**src/rtl/mod_rate_pkg.sv**
```systemverilog
// Shared types and constants for the modulator symbol-rate controller.
package mod_rate_pkg;

  typedef enum logic {
    ST_IDLE = 1'b0,
    ST_RUN  = 1'b1
  } state_t;

  // Divider value in force after reset (tick period = DEF_DIV + 1 cycles).
  localparam int DEF_DIV = 7;

endpackage

```
**src/rtl/rate_tick_counter.sv**
```systemverilog
// Loadable down-counter: loads on demand, otherwise counts down while running
// and reloads itself from reload_val when it reaches zero.
module rate_tick_counter #(
  parameter int W = 3
) (
  input  logic         clk,
  input  logic         rst,
  input  logic         load,
  input  logic         run,
  input  logic [W-1:0] reload_val,
  output logic         expire
);

  logic [W-1:0] cnt;

  assign expire = (cnt == '0);

  always_ff @(posedge clk or posedge rst) begin
    if (rst) begin
      cnt <= '0;
    end else if (load) begin
      cnt <= reload_val;
    end else if (run) begin
      cnt <= expire ? reload_val : cnt - 1'b1;
    end
  end

endmodule

```
**src/rtl/mod_rate_ctrl.sv**
```systemverilog
// Symbol-rate controller: emits a one-cycle tick every DIV+1 cycles during a burst,
// with divider updates taken by handshake and applied only on tick boundaries.
module mod_rate_ctrl
  import mod_rate_pkg::*;
#(
  parameter int NBITS       = 3,
  parameter int LBITS       = 8,
  parameter int DEFAULT_DIV = DEF_DIV
) (
  input  logic             i_clk,
  input  logic             i_rst,
  input  logic [NBITS-1:0] i_cfg_div,
  input  logic             i_cfg_valid,
  output logic             o_cfg_ready,
  input  logic             i_start,
  input  logic             i_stop,
  input  logic [LBITS-1:0] i_burst_len,
  output logic             o_tick,
  output logic [LBITS-1:0] o_sym_idx,
  output logic             o_busy,
  output logic             o_done
);

  state_t           state, state_next;
  logic             tick, tick_next;
  logic             done, done_next;
  logic             last, last_next;
  logic [LBITS-1:0] idx, idx_next, idx_inc;
  logic [LBITS-1:0] len, len_next;
  logic [NBITS-1:0] div, shadow, reload_val;
  logic             pending;
  logic             expire, load, final_reload, accept, exiting;

  assign idx_inc      = idx + 1'b1;
  assign final_reload = expire && (len != '0) && (idx_inc == len);
  assign load         = (state == ST_IDLE) && i_start && !i_stop;
  assign reload_val   = ((state == ST_RUN) && pending) ? shadow : div;
  assign o_cfg_ready  = (state == ST_IDLE) || !pending;
  assign accept       = i_cfg_valid && o_cfg_ready;
  assign exiting      = (state == ST_RUN) && (state_next == ST_IDLE);

  rate_tick_counter #(.W(NBITS)) u_cnt (
    .clk        (i_clk),
    .rst        (i_rst),
    .load       (load),
    .run        (state == ST_RUN),
    .reload_val (reload_val),
    .expire     (expire)
  );

  always_ff @(posedge i_clk or posedge i_rst) begin
    if (i_rst) begin
      state <= ST_IDLE;
      tick  <= 1'b0;
      done  <= 1'b0;
      last  <= 1'b0;
      idx   <= '0;
      len   <= '0;
    end else begin
      state <= state_next;
      tick  <= tick_next;
      done  <= done_next;
      last  <= last_next;
      idx   <= idx_next;
      len   <= len_next;
    end
  end

  // The final reload wins over a coincident stop so the last symbol is never cut short.
  always_comb begin
    state_next = state;
    tick_next  = 1'b0;
    done_next  = 1'b0;
    last_next  = 1'b0;
    idx_next   = idx;
    len_next   = len;
    case (state)
      ST_IDLE: begin
        if (i_start && !i_stop) begin
          state_next = ST_RUN;
          idx_next   = '0;
          len_next   = i_burst_len;
        end
      end
      ST_RUN: begin
        if (last) begin
          state_next = ST_IDLE;
          done_next  = 1'b1;
        end else if (i_stop && !final_reload) begin
          state_next = ST_IDLE;
        end else if (expire) begin
          tick_next = 1'b1;
          idx_next  = idx_inc;
          last_next = final_reload;
        end
      end
      default: state_next = ST_IDLE;
    endcase
  end

  // Active divider and shadow; a value still pending at burst exit is committed then.
  always_ff @(posedge i_clk or posedge i_rst) begin
    if (i_rst) begin
      div     <= NBITS'(DEFAULT_DIV);
      shadow  <= '0;
      pending <= 1'b0;
    end else if (state == ST_IDLE) begin
      if (accept) div <= i_cfg_div;
    end else if (exiting) begin
      if (accept)       div <= i_cfg_div;
      else if (pending) div <= shadow;
      pending <= 1'b0;
    end else begin
      if (expire && pending) begin
        div     <= shadow;
        pending <= 1'b0;
      end
      if (accept) begin
        shadow  <= i_cfg_div;
        pending <= 1'b1;
      end
    end
  end

  assign o_tick    = tick;
  assign o_done    = done;
  assign o_sym_idx = idx;
  assign o_busy    = (state == ST_RUN);

endmodule

```
**config.mk**
```make
export PLATFORM = sky130hd
export DESIGN_NAME = mod_rate_ctrl
export DESIGN_NICKNAME = d
export VERILOG_FILES = /design/src/rtl/mod_rate_pkg.sv /design/src/rtl/rate_tick_counter.sv /design/src/rtl/mod_rate_ctrl.sv
export SDC_FILE = /design/constraint.sdc
export NUM_CORES = 1
export LEC_CHECK = 0
export CAP_MARGIN = 20
export CORE_MARGIN = 5
export CORE_UTILIZATION = 58
export DETAILED_ROUTE_END_ITERATION = 12
export PLACE_DENSITY = 0.95
export SYNTH_ARGS = -nofsm -noshare
export SYNTH_HDL_FRONTEND = slang
export SYNTH_HIERARCHICAL = 1
export SYNTH_SLANG_ARGS = --single-unit
```
**constraint.sdc**
```tcl
create_clock -name i_clk -period 5.45 [get_ports i_clk]
set_clock_uncertainty 0.2 [all_clocks]
set_input_delay 1.09 -clock i_clk [delete_from_list [all_inputs] [get_ports i_clk]]
set_output_delay 1.09 -clock i_clk [all_outputs]
set_load 0.01 [all_outputs]
```
# After elaboration in Yosys (flattened, before gate mapping)
# Index checks and enable logic that the tools add are counted.
# Widths: inputs -> output; s select.
[classes] addsub=2 n_eq_ne=7 muxes=32 n_bitwise=3 reduce_logical=24
[op_table] op="$mux 8" n=4
[op_table] op="$mux 3" n=10
[op_table] op="$mux 1" n=16
[op_table] op="$pmux 8 s2" n=1
[op_table] op="$logic_and 1x1->1" n=10
[op_table] op="$add 8x1->8 const B" n=1
[op_table] op="$eq 8x8->1" n=1
[op_table] op="$reduce_bool 8->1" n=1
[op_table] op="$reduce_and 3->1" n=2
[op_table] op="$ne 2x1->1 const B" n=2
[op_table] op="$ne 2x2->1 const B" n=2
[op_table] op="$reduce_and 2->1" n=2
[op_table] op="$reduce_and 4->1" n=1
[op_table] op="$reduce_bool 2->1" n=2
[op_table] op="$logic_not 1->1" n=3
[op_table] op="$logic_not 3->1" n=1
[op_table] op="$ne 3x1->1 const B" n=1
[op_table] op="$ne 3x3->1 const B" n=1
[op_table] op="$not 1->1" n=3
[op_table] op="$reduce_bool 3->1" n=1
[op_table] op="$sub 3x1->3 const B" n=1
[op_table] op="$pmux 1 s2" n=1
[op_table] op="$logic_or 1x1->1" n=1
[word_totals] register_bits=30 input_bits=16 wordCells=78

# Depth between registers and ports, before layout
# Gate-level depths: netlist of the first run.
[logic_depth] ltp_word=12 depth_mapped=10 mapped_depth_nobuf=9

# By module
# Netlist of the first run, hierarchy kept.
[modules_own_cells] mod="mod_rate_ctrl" instances=1 cells_per_inst=163 area_each_um2=1636.6 seq_area_each_um2=679.4
[modules_own_cells] mod="rate_tick_counter" instances=1 cells_per_inst=22 area_each_um2=193.9 seq_area_each_um2=75.1

# Worst setup path before layout of the first run
# No wires, ideal clock.
[synth_timing] path_kind="reg2reg" from="register u_cnt.cnt[0]" to="register idx[0] (netlist: o_sym_idx[0])" setup_ns=0.125 t_arrival_ns=2.489 required_ns=5.125 setup_slack_ns=2.636 path_stages_with_launch=11 synth_period_minus_slack_ns=2.814 path_cell_list="dfrtp_1 inv_1 ha_1 ha_1 buf_2 inv_1 a211oi_1 nand3_1 o31a_4 a211oi_4 mux2_4"
[synth_via] elab_chain_len=7 word_cells_on_any_way=8 classes_between="eq/ne: 2; reduce/logical: 6"
[synth_lines] element="start: declaration" line="rate_tick_counter.sv:14" rtl="logic [W-1:0] cnt;"
[synth_lines] element="start signal: assignment" line="rate_tick_counter.sv:22" rtl="cnt <= reload_val;"
[synth_lines] element="start signal: assignment" line="rate_tick_counter.sv:24" rtl="cnt <= expire ? reload_val : cnt - 1'b1;"
[synth_lines] element="$logic_not 3->1 *" line="rate_tick_counter.sv:16" rtl="assign expire = (cnt == '0);"
[synth_lines] element="via expire" line="mod_rate_ctrl.sv:32" rtl="logic expire, load, final_reload, accept, exiting;"
[synth_lines] element="$logic_and 1x1->1 (2 in a row)" line="mod_rate_ctrl.sv:35" rtl="assign final_reload = expire && (len != '0) && (idx_inc == len);"
[synth_lines] element="$logic_not 1->1" line="mod_rate_ctrl.sv:89" rtl="end else if (i_stop && !final_reload) begin"
[synth_lines] element="$logic_and 1x1->1" line="mod_rate_ctrl.sv:89"
[synth_lines] element="$ne 2x2->1 (no line)"
[synth_lines] element="$reduce_and 4->1 (no line) *"
[synth_lines] element="end signal: assignment" line="mod_rate_ctrl.sv:64" rtl="idx <= idx_next;"
[synth_lines] element="end: declaration" line="mod_rate_ctrl.sv:28" rtl="logic [LBITS-1:0] idx, idx_next, idx_inc;"
# The timed path passes the listed nets; every way through them passes the cells marked *.
# A chain may end at the register's enable or synchronous reset.

# Worst setup path after layout of the first run
# Same ends and word-level chain as after synthesis.

==> flow_summary.ini, run 1 <==
[status]
status = complete, no violations

[finish]
syn_to_final_growth_pct = 21.3
fillCellCount = 232
drive_gt1_share_pct = 17.2
fin_nets = 233
fin_cells = 259
multiInputGateArea_um2 = 968
seq_area_um2 = 754
diodes = 0

[worst_setup_path]
path_max_fanout = 13
critPathLaunchType = flop
crit_type = flop to flop
cp.required_ns = 5.46
cp-end-kind = flop
cp.arrival_ns = 3.24

[pwr]
p_sw_uw = 179
p_int_uw = 440
peakVddDrop_uv = 181
leakagePower_uw = 0.000923
p_per_area_nw_per_um2 = 279
swShare_pct = 28.9
power.share.clock_pct = 27.0
pwr-share-comb_pct = 25.6
seq_power_share_pct = 47.3

[clocking]
cts.sinks = 30
clkSlewWorstSetupHoldPaths_ns = 0.09
post_cts_buffers = 0
cts.repair.resized = 0
cts_tree = done
clock_latency_ns = 0.32
ctsHoldBuffers = 0
cts_made_buffers = 5
root_buffer = clkbuf_4
clockBufferDepth = 2
cts_max_level = 2

[synthesis]
ys.flop_type = dfrtp_1
ys.warnings.count = 6
ys_seq_area_share_pct = 41.2
ys_async_sr_fraction_pct = 100
syn-cell-area_um2 = 1830
netlist_instances = 185
netlist-cell-type-count = 52
syn_area_per_cell_um2 = 9.89
synth-seq-cells = 30
synth_nets = 204
synth_edf_count = 0

[timing]
fmax_mhz = 310
max_slew_margin_pct = 58.5
worstMarginPinSlew_ns = 0.620
hold_viol = 0
rsz0062_at_grt = no
fin_crit_sh_pct = 59.2
slew_violations = 0
fin_tns_setup_ns = 0
hold_ws_ns = 0.268
period_minus_slack_ns = 3.23
finalSetupViolations = 0

[floorplan]
die_h_um = 66.2
start_util_pct = 60.0
die_area_um2 = 4380
num_rows = 20
die-width_um = 66.2
pin_count = 28
core_area_um2 = 3050

[route]
wl_um = 3840
ant_nets = 0
drc = 0
dr.pass1.iters = 4
via_per_inst = 5.78
routedWlPerCell_um = 14.8
vias = 1498
drtIter0Drc = 103

[placement]
portBuffers = 27
place_congestion = 0.917
hpwlAfterDp_um = 2900
place_inst = 250

[worst_hold_path]
hp-class = flop to flop

[global_routing]
grt_max_degree = 28
grt_pass1_vias = 1495
grt_first_pass_wirelength_um = 6640
grtUsageTotal_pct = 19.7
grt_overflow = 0
grt_antenna_before_repair = 0

[run]
maxCapViolations = 0
-- power groups by stage --
stage	logic, µW	registers [µW]	clock network [µW]
2_1_floorplan	115	288	0
4_1_cts	157	292	170
5_1_grt	177	299	185
3_5_place_dp	157	297	0
6_report	159	293	167
3_3_place_gp	151	294	0
-- area by class of cell --
type                       instances  share of cell area [%]
timing repair buffer              29                    13.2
inverter                          20                    3.38
sequential                        30                    34.0
multi-input combinational        128                    43.6
tap                               44                    2.48
clock buffer                       7                    2.03
clock inverter                     1                    1.35
-- layer usage --
layer	track usage (%)	routed length, µm	share of wire [%]
met5	0	0	0
met4	7.11	44	1.1
met3	3.91	197	5.1
met2	31.0	1820	47
met1	26.8	1780	46
-- critical path, cell delays in order (launching register included) --
cell	delay, ns
dfrtp_1	0.39
inv_1	0.08
ha_1	0.15
ha_1	0.46
inv_1	0.18
a211oi_1	0.21
nand3_1	0.26
o31a_4	0.46
a211oi_4	0.40
mux2_4	0.33
-- cells by family (layout without fill, tap and decap cells) --
group | count (synthesis) | count (layout) | share of synthesized area [%]
AND/OR/NAND/NOR | 55 | 55 | 16.5
flip-flops | 30 | 30 | 41.2
multiplexers | 15 | 15 | 9.36
adder cells (fa/ha/maj) | 3 | 3 | 2.05
XOR/XNOR | 9 | 9 | 4.31
AO/OA/AOI/OAI | 46 | 46 | 20.4
buffers and inverters | 27 | 57 | 6.15
-- flip-flops by register name, summed over array words and instances (netlist names) --
register and count:
o_busy 1, pending 1, shadow 3, o_sym_idx 8
len 8, last 1, o_tick 1, o_done 1
u_cnt/cnt 3, div 3
-- worst paths after layout --
kind | slack (ns) | start | depth (start not counted) | endpoint
max in group asynchronous | 3.56 | i_rst | 3 | div[0]$_DFFE_PP1P_
min | 0.27 | div[1]$_DFFE_PP1P_ | 2 | div[1]$_DFFE_PP1P_
min reg2reg | 0.27 | div[1]$_DFFE_PP1P_ | 2 | div[1]$_DFFE_PP1P_
max reg2reg | 2.22 | u_cnt/cnt[0]$_DFFE_PP0P_ | 9 | o_sym_idx[0]$_DFFE_PP0P_
min in group asynchronous | 0.77 | i_rst | 2 | u_cnt/cnt[2]$_DFFE_PP0P_
max | 2.22 | u_cnt/cnt[0]$_DFFE_PP0P_ | 9 | o_sym_idx[0]$_DFFE_PP0P_
-- cells in the final DEF, fill, tap and decap left out, types with 2 or more instances in the layout --
cell type,instances
a21oi_1,6
a32oi_1,2
and2_1,3
and3_1,3
clkbuf_1,2
clkbuf_4,5
clkdlybuf4s50_1,27
dfrtp_1,27
dfstp_2,3
ha_1,3
inv_1,20
mux2_2,13
nand2_1,8
nand3_1,5
nor2_1,14
nor2b_1,3
nor3_1,4
nor4_1,2
o2111ai_1,6
o21ai_0,12
o221ai_1,3
o22a_1,2
or3_1,2
or3_4,2
xnor2_1,6
xor2_1,3
-- Yosys cell counts, types with 2 or more instances --
master,n,area (µm²)
or3_4,2,22.5
ha_1,3,37.5
o22a_1,2,17.5
and3_1,3,18.8
xnor2_1,6,52.6
dfrtp_1,27,676
clkbuf_1,2,7.51
inv_1,20,75.1
o221ai_1,3,26.3
or3_1,2,12.5
o2111ai_1,6,52.6
o21ai_0,12,60.1
xor2_1,3,26.3
nor2b_1,3,18.8
nand3_1,5,25.0
mux2_2,13,146
nand2_1,8,30.0
nor3_1,4,20.0
buf_2,3,15.0
dfstp_2,3,78.8
buf_4,2,15.0
a21oi_1,6,30.0
nor2_1,14,52.6
nor4_1,2,12.5
a32oi_1,2,17.5
and2_1,3,18.8
-- through the flow --
| stage | worst slack, ns | power [µW] | area, µm² | utilization (%) |
|---|---|---|---|---|
| 2_1_floorplan | 2.64 | 404 | 1830 | - |
| 3_3_place_gp | 2.24 | 445 | 2130 | 69.8 |
| 3_5_place_dp | 2.22 | 454 | 2130 | 69.8 |
| 4_1_cts | 2.24 | 620 | 2210 | 72.3 |
| 5_1_grt | 2.00 | 660 | 2220 | 72.7 |
| 6_report | 2.22 | 619 | 2220 | 72.7 |
Power figures use the tool's default switching activity.
==> inputs of run 2 (changes only) <==
--- a/config.mk
+++ b/config.mk
@@ -7,9 +7,9 @@
 export LEC_CHECK = 0
 export CAP_MARGIN = 20
 export CORE_MARGIN = 5
-export CORE_UTILIZATION = 58
+export CORE_UTILIZATION = 53
 export DETAILED_ROUTE_END_ITERATION = 12
-export PLACE_DENSITY = 0.95
+export PLACE_DENSITY = 0.91
 export SYNTH_ARGS = -nofsm -noshare
 export SYNTH_HDL_FRONTEND = slang
 export SYNTH_HIERARCHICAL = 1
==> constraint.sdc (replaced) <==
create_clock -name i_clk -period 3.25 [get_ports i_clk]
set_clock_uncertainty 0.2 [all_clocks]
set_input_delay 0.65 -clock i_clk [delete_from_list [all_inputs] [get_ports i_clk]]
set_output_delay 0.65 -clock i_clk [all_outputs]
set_load 0.01 [all_outputs]
==> run 2 against run 1 <==
Effect of this change:
- fmax is 13% higher
- global-route usage fell by 0.30 points
- register-to-register slack got worse by 1.8 ns
- flip-flop and latch count stayed put
- critical path type unchanged
- largest power group unchanged
==> flow_summary.ini, run 2 (same netlist as run 1, synthesis figures left out) <==
[run]
maxCapViolations = 0

[timing]
worstMarginPinSlew_ns = 0.650
finalSetupViolations = 0
hold_viol = 0
rsz0062_at_grt = no
max_slew_margin_pct = 56.5
slew_violations = 0
fin_tns_setup_ns = 0
period_minus_slack_ns = 2.85
fmax_mhz = 351
fin_crit_sh_pct = 87.7

[global_routing]
grt_max_degree = 28
grt_pass1_vias = 1411
grt_antenna_before_repair = 0
grtUsageTotal_pct = 19.4
grt_use_met2_pct = 30.5
grt_busiest_layer = met2
gr-usage-met3_pct = 4.70
grt_first_pass_wirelength_um = 6580
grt_overflow = 0
met1_usage_pct = 25.0

[clocking]
clock_latency_ns = 0.34
cts_tree = done
clockBufferDepth = 2
cts.sinks = 30
post_cts_buffers = 0
clkSlewWorstSetupHoldPaths_ns = 0.10
cts_made_buffers = 5
root_buffer = clkbuf_4
cts.repair.resized = 0
ctsHoldBuffers = 0
cts_max_level = 2

[worst_setup_path]
r2r-start = o_sym_idx[0]$_DFFE_PP0P_
cp_slowest_stage_delay_ns = 0.50
cp-startpoint = o_sym_idx[0]$_DFFE_PP0P_
cp.required_ns = 3.28
cp.arrival_ns = 2.88
crit_type = flop to flop
path_max_fanout = 8
cp_slowest_cell = dfrtp_1
critPathLaunchType = flop
crit_chain = ha_1 -> nand3_2 -> or3_4 -> a22o_4 -> o31a_4 -> a211oi_4 -> mux2_4
cp-end-kind = flop

[pwr]
p_per_area_nw_per_um2 = 448
leakagePower_uw = 0.000931
peakVddDrop_uv = 394

[finish]
diodes = 0
fin_nets = 236
fillCellCount = 265
final_cell_area_um2 = 2230
final_cell_mix = clkdlybuf4s50_1, dfrtp_1, inv_1, nor2_1, mux2_2
syn_to_final_growth_pct = 21.7
drive_gt1_share_pct = 19.3

[route]
via_per_inst = 5.75
ant_nets = 0
wl_um = 4080
drtIter0Drc = 131
drc = 0
dr.pass1.iters = 4
routedWlPerCell_um = 15.5
vias = 1517

[worst_hold_path]
hp-class = flop to flop
min_from = div[2]$_DFFE_PP1P_

[status]
status = complete, no violations

[floorplan]
die-width_um = 68.8
pin_count = 28
start_util_pct = 54.9
die_h_um = 68.8
die_area_um2 = 4730
core_area_um2 = 3340
num_rows = 21

[placement]
place_congestion = 0.831
portBuffers = 27
placed_area_um2 = 2160
hpwlAfterDp_um = 3050
-- run 2: changes by cell type in the layout (fill, tap and decap cells not counted) --
cell and delta:
clkinv_2 +1, clkinvlp_4 +1, bufinv_16 -1, clkbuf_8 +1, buf_8 -1, buf_4 +4, clkbuf_1 -2
-- run 2: layout make-up --
| class | instances | area (µm²) | share of cell area, % |
|---|---|---|---|
| multi-input cells | 128 | 968 | 43.5 |
| flip-flops and latches | 30 | 754 | 33.9 |
| repair buffers | 32 | 308 | 13.8 |
| inverters | 20 | 75.1 | 3.37 |
| well taps | 46 | 57.6 | 2.58 |
| clock buffers | 6 | 51.3 | 2.30 |
| clock inverters | 2 | 12.5 | 0.562 |
-- run 2: where the power goes --
| group | switching, µW | total (µW) | leakage, µW | internal, µW |
|---|---|---|---|---|
| clock | 133 | 237 | 0.0000343 | 104 |
| combinational | 130 | 268 | 0.000521 | 138 |
| sequential | 54.5 | 493 | 0.000375 | 439 |
| total | 318 | 998 | 0.000931 | 680 |
-- run 2: path summary, 6_finish.rpt --
check                                           end  slack [ns]  cells past startpoint
setup / recovery           o_sym_idx[0]$_DFFE_PP0P_        0.40                      7
hold / removal                   div[2]$_DFFE_PP1P_        0.28                      2
setup reg to reg           o_sym_idx[0]$_DFFE_PP0P_        0.40                      7
hold reg to reg                  div[2]$_DFFE_PP1P_        0.28                      2
max in group asynchronous        div[0]$_DFFE_PP1P_        2.05                      3
min in group asynchronous  u_cnt/cnt[0]$_DFFE_PP0P_        0.29                      2
-- run 2: worst max-delay path: cells and delay by family, from the launching register on --
family / cells / cell delay (ns)
adder cells (fa/ha/maj): 1 / 0.34
multiplexers: 1 / 0.32
flip-flops: 1 / 0.50
AND/OR/NAND/NOR: 2 / 0.54
AO/OA/AOI/OAI: 3 / 0.85
-- run 2: metrics by stage --
stage | total power [µW] | hold WS, ns | std cells | setup slack (ns) | utilization [%]
4_1_cts | 1000 | 0.279 | 264 | 0.418 | 66.7
2_1_floorplan | 677 | 0.204 | 185 | 0.436 | -
3_5_place_dp | 763 | 0.265 | 256 | 0.440 | 64.8
6_report | 998 | 0.283 | 264 | 0.400 | 66.7
5_1_grt | 1060 | 0.294 | 264 | 0.220 | 66.7
3_3_place_gp | 752 | 0.256 | 256 | 0.487 | 64.8
-- run 2: metal layers --
| layer | vias to the layer above | wire length, µm |
|---|---|---|
| met2 | 34 | 1960 |
| met4 | 0 | 71 |
| met1 | 739 | 1880 |
| met3 | 7 | 167 |
| met5 | - | 0 |
| li1 | 737 | - |
==> inputs of run 3 (changes only) <==
--- a/config.mk
+++ b/config.mk
@@ -7,9 +7,10 @@
 export LEC_CHECK = 0
 export CAP_MARGIN = 20
 export CORE_MARGIN = 5
-export CORE_UTILIZATION = 53
+export CORE_UTILIZATION = 25
 export DETAILED_ROUTE_END_ITERATION = 12
-export PLACE_DENSITY = 0.91
+export PLACE_DENSITY = 0.55
+export SKIP_LAST_GASP = 1
 export SYNTH_ARGS = -nofsm -noshare
 export SYNTH_HDL_FRONTEND = slang
 export SYNTH_HIERARCHICAL = 1
==> run 3 against run 2 <==
Effect of this change:
- fmax fell by 0.33%
- sequential power barely moved
- clock power rose by 57%
- total power rose by 13%
- core utilization fell by 34 points
- die area rose by 93%
- wire length rose by 5.4%
- largest power group unchanged
==> flow_summary.ini, run 3 (same netlist as run 1, synthesis figures left out) <==
[status]
status = complete, no violations

[worst_setup_path]
cp.arrival_ns = 2.83
path_max_fanout = 8
crit_type = flop to flop
critPathLaunchType = flop
cp.required_ns = 3.22
cp-end-kind = flop

[finish]
diodes = 0
drive_gt1_share_pct = 18.7
syn_to_final_growth_pct = 28.0
fin_cells = 318
fillCellCount = 738
final_cell_area_um2 = 2340
final_cell_mix = clkdlybuf4s50_1, dfrtp_1, inv_1, nor2_1, mux2_2
fin_nets = 237

[floorplan]
die-width_um = 95.6
num_rows = 31
die_area_um2 = 9130
start_util_pct = 25.5
core_area_um2 = 7180
die_h_um = 95.6
pin_count = 28

[worst_hold_path]
hp-class = flop to flop

[timing]
rsz0062_at_grt = no
slew_violations = 0
max_slew_margin_pct = 57.8
setup_ws_ns = 0.391
worstMarginPinSlew_ns = 0.631
hold_viol = 0
fmax_mhz = 350
period_minus_slack_ns = 2.86
fin_tns_setup_ns = 0
finalSetupViolations = 0
fin_crit_sh_pct = 88.0

[placement]
place_inst = 310
hpwlAfterDp_um = 3330
dp_slack_ns = 0.397
place_congestion = 0.894
portBuffers = 27
placed_area_um2 = 2240

[clocking]
cts.sinks = 30
root_buffer = clkbuf_8
clockBufferDepth = 2
clock_latency_ns = 0.29
cts_max_level = 2
clkSlewWorstSetupHoldPaths_ns = 0.06
cts.repair.resized = 0
cts_made_buffers = 5
cts_tree = done
post_cts_buffers = 0
ctsHoldBuffers = 0

[route]
drtIter0Drc = 151
vias = 1476
routedWlPerCell_um = 13.5
via_per_inst = 4.64
ant_nets = 0
dr.pass1.iters = 4
drc = 0
wl_um = 4300

[run]
maxCapViolations = 0

[pwr]
p_per_area_nw_per_um2 = 483
p_int_uw = 808
swShare_pct = 28.6
seq_power_share_pct = 43.5
leakagePower_uw = 0.000954
peakVddDrop_uv = 146
pwr-share-comb_pct = 23.7
power.share.clock_pct = 32.7
p_sw_uw = 324

[global_routing]
grt_antenna_before_repair = 0
grt_pass1_vias = 1511
grt_max_degree = 28
grtUsageTotal_pct = 10.6
grt_first_pass_wirelength_um = 7430
grt_overflow = 0
==> run 3: cell types whose count changed in the layout (fill, tap and decap cells not counted) <==
cell        previous run  this run
buf_4                  5         6
bufinv_16              0         1
clkbuf_1               0         2
clkbuf_4               5         0
clkbuf_8               1         5
clkinv_2               1         0
clkinvlp_4             1         0
==> run 3: metrics by stage <==
| stage | power [µW] | util [%] | hold WS, ns |
|---|---|---|---|
| final | 1130 | 32.7 | 0.259 |
| after detailed placement | 771 | 31.2 | 0.254 |
| after global routing | 1210 | 32.7 | 0.295 |
| after floorplan | 677 | - | 0.204 |
| after CTS | 1150 | 32.7 | 0.264 |
| after global placement | 767 | 31.2 | 0.255 |
==> run 3: critical path: stages (launching register included) <==
cell and delay [ns]:
dfrtp_1 0.48, ha_1 0.34, nand3_2 0.15, or3_4 0.40, a22o_4 0.29, o31a_4 0.32, a211oi_4 0.25, mux2_4 0.32
==> run 3: path summary, 6_finish.rpt <==
path                            cells after the start                startpoint                  endpoint  slack (ns)
max in group asynchronous                           3                     i_rst        div[0]$_DFFE_PP1P_        1.99
worst max register to register                      7  o_sym_idx[0]$_DFFE_PP0P_  o_sym_idx[0]$_DFFE_PP0P_        0.39
worst min-delay path                                2        div[0]$_DFFE_PP1P_        div[0]$_DFFE_PP1P_        0.26
worst min register to register                      2        div[0]$_DFFE_PP1P_        div[0]$_DFFE_PP1P_        0.26
min in group asynchronous                           2                     i_rst  u_cnt/cnt[1]$_DFFE_PP0P_        0.36
worst max-delay path                                7  o_sym_idx[0]$_DFFE_PP0P_  o_sym_idx[0]$_DFFE_PP0P_        0.39
==> run 3: layer usage <==
layer	up-vias	track usage, %	share of wire (%)
met4	0	4.27	1.4
met5	-	0	0
met2	42	15.7	46
li1	730	-	-
met3	7	2.60	4.3
met1	697	14.6	49
==> run 3: power groups by stage <==
stage	clock [µW]	combinational (µW)	sequential, µW
floorplan	0	194	483
global placement	0	268	499
detailed placement	0	271	501
CTS	382	272	493
global route	404	302	502
finish	371	268	493
==> run 3: final cells by class <==
class | count | area (µm²) | area share (%)
Clock inverter | 1 | 30.0 | 1.28
Inverter | 20 | 75.1 | 3.20
Sequential cell | 30 | 754 | 32.2
Tap cell | 99 | 124 | 5.29
Timing Repair Buffer | 33 | 315 | 13.5
Multi-Input combinational cell | 128 | 968 | 41.3
Clock buffer | 7 | 76.3 | 3.26
==> patch (settings of run 2) <==
Reset style: synchronous (`i_rst` and `rst`), changed in 3 clocked blocks.
--- a/src/rtl/rate_tick_counter.sv
+++ b/src/rtl/rate_tick_counter.sv
@@ -15,7 +15,7 @@
 
   assign expire = (cnt == '0);
 
-  always_ff @(posedge clk or posedge rst) begin
+  always_ff @(posedge clk) begin
     if (rst) begin
       cnt <= '0;
     end else if (load) begin
--- a/src/rtl/mod_rate_ctrl.sv
+++ b/src/rtl/mod_rate_ctrl.sv
@@ -48,7 +48,7 @@
     .expire     (expire)
   );
 
-  always_ff @(posedge i_clk or posedge i_rst) begin
+  always_ff @(posedge i_clk) begin
     if (i_rst) begin
       state <= ST_IDLE;
       tick  <= 1'b0;
@@ -99,7 +99,7 @@
   end
 
   // Active divider and shadow; a value still pending at burst exit is committed then.
-  always_ff @(posedge i_clk or posedge i_rst) begin
+  always_ff @(posedge i_clk) begin
     if (i_rst) begin
       div     <= NBITS'(DEFAULT_DIV);
       shadow  <= '0;
Formal check against the unedited RTL: differs if i_rst is asserted again (counterexample within 4 cycles, from zero or initial values and one cycle with i_rst high); with i_rst held inactive, the same outputs for 10 cycles.
==> patch against run 2 <==
- sequential share of layout area decreased by 3.1 points
- critical path depth rose by 1
- synthesized cell count fell by 1.6%
- cell area is 12% lower
- global-route usage decreased by 0.78 points
- sequential cell count did not move
- combinational power down 49%
- routed wire length fell by 9.3%
- power fell by 27%
- synthesized area fell by 14%
- setup slack worse by 0.19 ns
==> patch: results (changes against run 2) <==
The number of nets at the end of the flow came out at 234 (-0.85%). The logs give 0.000785 µW (-16%) for the static leakage and 1890 µm² (-13%) for the placed instance area. Path depth of the worst reg2reg path: 8 (+1).

Critical hold path startpoint: u_cnt/cnt[1]$_SDFFE_PP0P_. The synthesized netlist net count is 201 (-1.5%), and the xor/xnor cell area share of the yosys netlist is 0.0556 (+0.0126). The maximum single-stage delay on the critical path is 0.47 ns (-0.03 ns).

On the critical path the largest part of the delay comes from simple AND/OR/NAND/NOR gates. Post-detailed-route wirelength per cell: 15.0 µm (-2.7%). The logs give 1810 µm (-7.6%) for the total length of routed met2 wires and 0.21 ns (-0.19 ns) for the register-to-register setup slack. The met2 capacity usage during global routing was 0.313 (+0.00802). In this run the critical register-to-register path is captured at o_sym_idx[2]$_SDFFE_PP0P_.

For the worst-case headroom to the max-slew limit, the log shows 0.650 (+0.0850). The run gives 0.186 (-0.00777) as the combined global-route utilization of all metal layers. DRC violation total after the first TritonRoute iteration: 75 (-43%).

The run gives 3700 µm (-9.3%) as the detailed-route wire length. The tools report the internal power summed over all cells as 529 µW (-22%). Met1 routing resource usage after global routing: 0.222 (-0.0279). The slowest stage of the critical path is the sky130_fd_sc_hd__or3_4 cell. The post-synthesis compound-gate area fraction is 0.192 (-0.0113), and the synthesized instance count is 182 (-1.6%). Among all flip-flop cells after synthesis, the most frequent one is sky130_fd_sc_hd__dfxtp_1.

In this run the critical register-to-register path is launched from o_sym_idx[1]$_SDFFE_PP0P_. The run gives 3.11 ns (+0.23 ns) as the endpoint arrival time on the critical path. The post-synthesis adder-cell area fraction was 0.0238 (+0.00334); the weighted congestion reported at the end of routability-driven placement was 0.881 (+6.0%). Number of placed instances, taps included: 239 (-6.6%). The fraction of registers with async set/reset works out to 0 (-1.00). The tools report the number of distinct library cells after synthesis as 41 (-21%). The flow ran to the end, and the final reports show no timing, DRC or antenna violations.

The number of global-route vias before repair was 1,400 (-0.78%); the number of filler cells placed in the layout was 223 (-16%). The worst setup timing slack at the placement stage is 0.124 ns (-0.316 ns).
[patch: cell count changes after synthesis, moves of 4 or more]
| cell | run 2 | this run |
|---|---|---|
| sky130_fd_sc_hd__o2111ai_1 | 6 | 0 |
| sky130_fd_sc_hd__mux2i_1 | 1 | 14 |
| sky130_fd_sc_hd__inv_1 | 20 | 7 |
| sky130_fd_sc_hd__dfxtp_1 | 0 | 30 |
| sky130_fd_sc_hd__nor2_1 | 14 | 22 |
| sky130_fd_sc_hd__dfrtp_1 | 27 | 0 |
| sky130_fd_sc_hd__a21oi_1 | 6 | 10 |
| sky130_fd_sc_hd__nand2_1 | 8 | 15 |
| sky130_fd_sc_hd__mux2_2 | 13 | 3 |
[patch: cell type report]
cell class | instances | area share
flip-flops and latches | 30 | 0.307
well taps | 31 | 0.0199
multi-input cells | 138 | 0.475
repair buffers | 33 | 0.161
inverters | 7 | 0.0135
clock buffers | 7 | 0.0231
